===== src/rtl/pwr_seq_pkg.sv =====
// Shared types and defaults for the board power-rail sequencer.
//   seq_state_e    : sequencer state encoding, also driven onto state_dbg_o
//   CNT_W_DEF      : default width of the per-rail delays and the shared timer
//   PG_TIMEOUT_DEF : default cycles allowed for a rail's power-good after enable
package pwr_seq_pkg;

    localparam int unsigned CNT_W_DEF      = 8;
    localparam int unsigned PG_TIMEOUT_DEF = 200;
    localparam int unsigned STATE_W        = 3;

    typedef enum logic [STATE_W-1:0] {
        ST_IDLE   = 3'd0,
        ST_UP_DLY = 3'd1,
        ST_UP_PG  = 3'd2,
        ST_ON     = 3'd3,
        ST_DN_DLY = 3'd4,
        ST_FAULT  = 3'd5
    } seq_state_e;

endpackage


===== src/rtl/seq_delay_timer.sv =====
// Load-and-count-up timer shared by the pre-enable delays and the power-good timeout.
//   clk, rst_n : clock, synchronous active-low reset
//   load_i     : restart the count at 0 and capture target_i
//   target_i   : terminal count
//   done_o     : count has reached the target (holds there, no wrap)
module seq_delay_timer
    import pwr_seq_pkg::*;
#(
    parameter int unsigned CNT_W = CNT_W_DEF
) (
    input  logic             clk,
    input  logic             rst_n,
    input  logic             load_i,
    input  logic [CNT_W-1:0] target_i,
    output logic             done_o
);

    logic [CNT_W-1:0] cnt_q;
    logic [CNT_W-1:0] tgt_q;

    // Count saturates at the target so done stays asserted until the next load.
    always_ff @(posedge clk) begin
        if (!rst_n) begin
            cnt_q <= '0;
            tgt_q <= '0;
        end else if (load_i) begin
            cnt_q <= '0;
            tgt_q <= target_i;
        end else if (cnt_q != tgt_q) begin
            cnt_q <= cnt_q + CNT_W'(1);
        end
    end

    assign done_o = (cnt_q == tgt_q);

endmodule


===== src/rtl/pwr_seq_ctrl.sv =====
// Power-rail sequencer: brings NUM_RAILS rails up in order (rail 0 first), each after
// a programmable delay and a power-good check, and down in reverse order. A power-good
// failure drops every rail at once and latches a fault until fault_clr_i.
//   clk, rst_n    : clock, synchronous active-low reset
//   pwr_on_req_i  : level request, 1 = sequence up / stay on, 0 = sequence down
//   fault_clr_i   : pulse, clears a latched fault
//   rail_pg_i     : per-rail power-good (already synchronous)
//   dly_cfg_i     : per-rail pre-enable delay, rail i at [i*CNT_W +: CNT_W]
//   rail_en_o     : regulator enables
//   pwr_ok_o      : all rails up (ON state)
//   fault_o       : latched fault flag
//   fault_rail_o  : first failing rail index
//   state_dbg_o   : current state encoding
module pwr_seq_ctrl
    import pwr_seq_pkg::*;
#(
    parameter int unsigned NUM_RAILS  = 4,
    parameter int unsigned CNT_W      = CNT_W_DEF,
    parameter int unsigned PG_TIMEOUT = PG_TIMEOUT_DEF
) (
    input  logic                         clk,
    input  logic                         rst_n,
    input  logic                         pwr_on_req_i,
    input  logic                         fault_clr_i,
    input  logic [NUM_RAILS-1:0]         rail_pg_i,
    input  logic [NUM_RAILS*CNT_W-1:0]   dly_cfg_i,
    output logic [NUM_RAILS-1:0]         rail_en_o,
    output logic                         pwr_ok_o,
    output logic                         fault_o,
    output logic [$clog2(NUM_RAILS)-1:0] fault_rail_o,
    output logic [STATE_W-1:0]           state_dbg_o
);

    localparam int unsigned IDX_W = $clog2(NUM_RAILS);
    localparam logic [IDX_W-1:0] LAST_IDX = IDX_W'(NUM_RAILS - 1);
    localparam logic [IDX_W-1:0] ONE_IDX  = IDX_W'(1);

    seq_state_e           state_q, state_d;
    logic [IDX_W-1:0]     idx_q, idx_d;
    logic [NUM_RAILS-1:0] rail_en_q, rail_en_d;
    logic                 fault_q, fault_d;
    logic [IDX_W-1:0]     fault_rail_q, fault_rail_d;
    logic                 pwr_ok_q;

    logic                 tmr_load;
    logic [CNT_W-1:0]     tmr_target;
    logic                 tmr_done;

    logic [CNT_W-1:0]     dly_arr [NUM_RAILS];
    logic [IDX_W-1:0]     low_fail;

    seq_delay_timer #(
        .CNT_W (CNT_W)
    ) u_timer (
        .clk      (clk),
        .rst_n    (rst_n),
        .load_i   (tmr_load),
        .target_i (tmr_target),
        .done_o   (tmr_done)
    );

    // Unpack per-rail delays and find the lowest rail whose power-good is low.
    always_comb begin
        low_fail = '0;
        for (int r = 0; r < int'(NUM_RAILS); r++) begin
            dly_arr[r] = dly_cfg_i[r*CNT_W +: CNT_W];
        end
        for (int r = int'(NUM_RAILS) - 1; r >= 0; r--) begin
            if (!rail_pg_i[r]) begin
                low_fail = IDX_W'(r);
            end
        end
    end

    // Next-state, rail enable and timer control.
    always_comb begin
        state_d      = state_q;
        idx_d        = idx_q;
        rail_en_d    = rail_en_q;
        fault_d      = fault_q;
        fault_rail_d = fault_rail_q;
        tmr_load     = 1'b0;
        tmr_target   = '0;

        case (state_q)
            ST_IDLE: begin
                rail_en_d = '0;
                if (pwr_on_req_i && !fault_q) begin
                    idx_d      = '0;
                    tmr_load   = 1'b1;
                    tmr_target = dly_arr[0];
                    state_d    = ST_UP_DLY;
                end
            end

            ST_UP_DLY: begin
                // Rails below idx are already on; abort unwinds from idx-1.
                if (!pwr_on_req_i) begin
                    if (idx_q == '0) begin
                        rail_en_d = '0;
                        state_d   = ST_IDLE;
                    end else begin
                        idx_d      = idx_q - ONE_IDX;
                        tmr_load   = 1'b1;
                        tmr_target = dly_arr[idx_q - ONE_IDX];
                        state_d    = ST_DN_DLY;
                    end
                end else if (tmr_done) begin
                    rail_en_d[idx_q] = 1'b1;
                    tmr_load         = 1'b1;
                    tmr_target       = CNT_W'(PG_TIMEOUT);
                    state_d          = ST_UP_PG;
                end
            end

            ST_UP_PG: begin
                // Timeout fault outranks an abort; a good rail outranks the timeout.
                if (tmr_done && !rail_pg_i[idx_q]) begin
                    rail_en_d    = '0;
                    fault_d      = 1'b1;
                    fault_rail_d = idx_q;
                    state_d      = ST_FAULT;
                end else if (!pwr_on_req_i) begin
                    tmr_load   = 1'b1;
                    tmr_target = dly_arr[idx_q];
                    state_d    = ST_DN_DLY;
                end else if (rail_pg_i[idx_q]) begin
                    if (idx_q == LAST_IDX) begin
                        state_d = ST_ON;
                    end else begin
                        idx_d      = idx_q + ONE_IDX;
                        tmr_load   = 1'b1;
                        tmr_target = dly_arr[idx_q + ONE_IDX];
                        state_d    = ST_UP_DLY;
                    end
                end
            end

            ST_ON: begin
                if (rail_pg_i != '1) begin
                    rail_en_d    = '0;
                    fault_d      = 1'b1;
                    fault_rail_d = low_fail;
                    state_d      = ST_FAULT;
                end else if (!pwr_on_req_i) begin
                    idx_d      = LAST_IDX;
                    tmr_load   = 1'b1;
                    tmr_target = dly_arr[LAST_IDX];
                    state_d    = ST_DN_DLY;
                end
            end

            ST_DN_DLY: begin
                if (tmr_done) begin
                    rail_en_d[idx_q] = 1'b0;
                    if (idx_q == '0) begin
                        state_d = ST_IDLE;
                    end else begin
                        idx_d      = idx_q - ONE_IDX;
                        tmr_load   = 1'b1;
                        tmr_target = dly_arr[idx_q - ONE_IDX];
                    end
                end
            end

            ST_FAULT: begin
                rail_en_d = '0;
                if (fault_clr_i) begin
                    fault_d      = 1'b0;
                    fault_rail_d = '0;
                    state_d      = ST_IDLE;
                end
            end

            default: begin
                rail_en_d = '0;
                state_d   = ST_IDLE;
            end
        endcase
    end

    // State and output registers.
    always_ff @(posedge clk) begin
        if (!rst_n) begin
            state_q      <= ST_IDLE;
            idx_q        <= '0;
            rail_en_q    <= '0;
            fault_q      <= 1'b0;
            fault_rail_q <= '0;
            pwr_ok_q     <= 1'b0;
        end else begin
            state_q      <= state_d;
            idx_q        <= idx_d;
            rail_en_q    <= rail_en_d;
            fault_q      <= fault_d;
            fault_rail_q <= fault_rail_d;
            pwr_ok_q     <= (state_d == ST_ON);
        end
    end

    assign rail_en_o    = rail_en_q;
    assign pwr_ok_o     = pwr_ok_q;
    assign fault_o      = fault_q;
    assign fault_rail_o = fault_rail_q;
    assign state_dbg_o  = state_q;

endmodule


===== config.mk =====
export PLATFORM = sky130hd
export DESIGN_NAME = pwr_seq_ctrl
export DESIGN_NICKNAME = d
export VERILOG_FILES = /design/src/rtl/pwr_seq_pkg.sv /design/src/rtl/seq_delay_timer.sv /design/src/rtl/pwr_seq_ctrl.sv
export SDC_FILE = /design/constraint.sdc
export NUM_CORES = 1
export LEC_CHECK = 0
export ABC_AREA = 1
export CORE_MARGIN = 3
export CORE_UTILIZATION = 40
export CTS_CLUSTER_DIAMETER = 200
export DETAILED_ROUTE_END_ITERATION = 12
export PLACE_DENSITY = 0.68
export REMOVE_ABC_BUFFERS = 1
export SLEW_MARGIN = 25
export SYNTH_ARGS = -nofsm -noshare
export SYNTH_HDL_FRONTEND = slang
export SYNTH_HIERARCHICAL = 1
export SYNTH_SLANG_ARGS = --single-unit

===== constraint.sdc =====
create_clock -name clk -period 5.3 [get_ports clk]
set_input_delay 0.795 -clock clk [delete_from_list [all_inputs] [get_ports clk]]
set_output_delay 0.795 -clock clk [all_outputs]
set_load 0.02 [all_outputs]

==> results.cfg <==
[timing]
worst_pin_slew_ns = 0.7137
report.final.slew_viol_count = 0
layout_setup_ws_ns = 2.064
fin_worst_skew_ns = 0.007242
max_slew_margin_pct = 52.27
fmax_mhz = 309.0
rsz0062_at_grt = false
hold_violations = 0
setup_viol = 0
setup-tns-final_ns = 0
hold_slack_ns = 0.4820
period_needed_ns = 3.236
finalCritPeriodShare_pct = 61.06

[worst_setup_path]
cp_data_required_time_ns = 5.47
crit_path_start_kind = primary input
crit_arrival_ns = 3.41
endpoint_kind = register
worst-setup-path-type = primary input to register
rr_worst_depth = 11
crit_fanout = 17

[synthesis]
syn_inst = 516
yosys_warnings = 6
synth-xor-area-share_pct = 2.984
synth_seq_area_share_pct = 19.78
yosys.area_share.simple_pct = 42.80
syn_area_per_cell_sq_um = 5.689
syn_area_sq_um = 2935
synth-adder-area-share_pct = 2.131
ys_types = 31
synth-compound-area-share_pct = 20.55
synth_top_family_by_area = simple AND/OR/NAND/NOR gates
synth.area.mux_share_pct = 0
synth-seq-cells = 29

[clock_network]
cts.sinks = 29
cts_buffers = 5
postCtsSetupRepairBufs = 0
cts.hold.buffers_added = 0
h-tree-depth = 2
cts_tree = yes
clk_path_buf_depth = 2
cts_root_buf = clkbuf_8
clkLatencyLatePin_ns = 0.29
postCtsResizedCells = 0
path_clk_slew_ns = 0.07

[drt]
drt_iter0_markers = 210
drt-wirelength-per-cell_microns = 12.63
drc = 0
dr_total_vias = 3299
wirelength_mm = 8.220
routed_via_density = 5.068
ant_nets = 0
drtPass1Iterations = 5

[flow_run]
max-cap-violations = 0

[worst_hold_path]
holdPathStages = 2
hold_path_class = register to register

[place]
numPortBuffers = 50
gp_congestion = 0.9507
place_area_sq_um = 3448
place_ws_ns = 1.802
dp_hpwl_mm = 6.222

[cells_and_area]
drive_gt1_share_pct = 8.649
fin_util_pct = 51.15
area_delta_synth_final_pct = 21.01
diodes = 0
nets = 599
final_area_sq_um = 3552

[global_route]
grt_overflow = 0
antenna_found_initial = 0
grt_pass1_vias = 3193
grt_pass1_wl_mm = 14.33
grt_use_total_pct = 20.54
grt_max_degree = 68

[floorplanning]
core.rowCount = 30
core_area_sq_um = 6944
start_util_pct = 42.27
ios = 51
die_w_microns = 91.67
dieArea_sq_um = 8402
die_h_microns = 91.67

[power]
peakVddDrop_v = 0.0002578
power.static_leakage_nw = 1.622
powerDensity_nw_per_um2 = 528.8

[run_status]
outcome = completed
synth_stat cells (all sizes together):
cell type    n  area [sq um]
o211ai       1         7.510
nand2      145         581.8
nand4        9         62.56
clkbuf       6         22.52
inv         60         227.7
xor2         4         35.03
xnor2        6         52.55
o21ai       86         430.4
nor2        80         371.6
buf         13         86.33
nand3       34         217.7
clkinv       1         8.760
ha           5         62.56
nor3         2         10.01
dfxtp       29         580.6
a21oi       33         165.2
or2          2         12.52
stage by stage:
step / instances / power [mW]
detailed placement: 643 / 1.663
finish: 651 / 1.878
floorplan: 497 / 1.349
global route: 651 / 2.112
CTS: 651 / 1.879
global placement: 643 / 1.642
registers in the layout (all words and copies together) (netlist names):
| signal | count |
|---|---|
| rail_en_o | 4 |
| u_timer/cnt_q | 8 |
| fault_rail_o | 2 |
| state_dbg_o | 3 |
| u_timer/tgt_q | 8 |
| fault_o | 1 |
| pwr_ok_o | 1 |
| idx_q | 2 |
final cells by class:
type / count / area (sq um)
inverters: 61 / 236.5
clock inverters: 1 / 5.005
multi-input cells: 407 / 2009
flip-flops and latches: 29 / 584.3
fillers: 744 / 3392
clock buffers: 7 / 96.34
well taps: 96 / 120.1
repair buffers: 50 / 500.5
power by group:
group	total (mW)	internal, mW	switching [mW]
Clock	0.212	0.117	0.0942
Sequential	0.454	0.298	0.156
Combinational	1.21	0.445	0.768
cells in the final DEF, fill, tap and decap left out, types with 4 or more instances in the layout:
cell               n
xor2_1             4
clkbuf_8           7
ha_1               5
nand3_1           29
nor2_4             5
xnor2_1            6
o21ai_1            5
o21ai_0           81
a21oi_1           33
nand4_1            8
clkdlybuf4s50_1   50
nor2_2             7
inv_1             52
nor2_1            67
inv_2              7
nand2_1          134
nand2_2            9
dfxtp_1           28
metal layers:
metal | vias to the layer above | share of wire (%) | global-route usage, %
li1 | 1733 | - | -
met1 | 1459 | 45 | 25.64
met2 | 95 | 48 | 35.91
met3 | 12 | 5.3 | 3.363
met4 | 0 | 1.3 | 6.407
met5 | - | 0 | 0
path summary, 6_finish.rpt:
check,start,to,slack [ns]
setup / recovery,pwr_on_req_i,u_timer/tgt_q[5],2.06
hold / removal,u_timer/tgt_q[5],u_timer/tgt_q[5],0.48
setup reg to reg,idx_q[1],u_timer/tgt_q[5],2.24
hold reg to reg,u_timer/tgt_q[5],u_timer/tgt_q[5],0.48
worst max-delay path: stages:
cell and delay (ns):
clkdlybuf4s50_1 0.93, inv_1 0.40, nor2_1 0.22, nand2_1 0.18, nand3_1 0.12, nor2_1 0.05, nand2_1 0.19, inv_1 0.21
o21ai_0 0.23, a21oi_1 0.06
cell families (layout without fill, tap and decap cells):
kind of cell | count (synthesis) | count (layout)
buffers and inverters | 80 | 119
XOR/XNOR | 10 | 10
AND/OR/NAND/NOR | 272 | 272
flip-flops | 29 | 29
AO/OA/AOI/OAI | 120 | 120
adder cells (fa/ha/maj) | 5 | 5
Power figures use the tool's default switching activity.
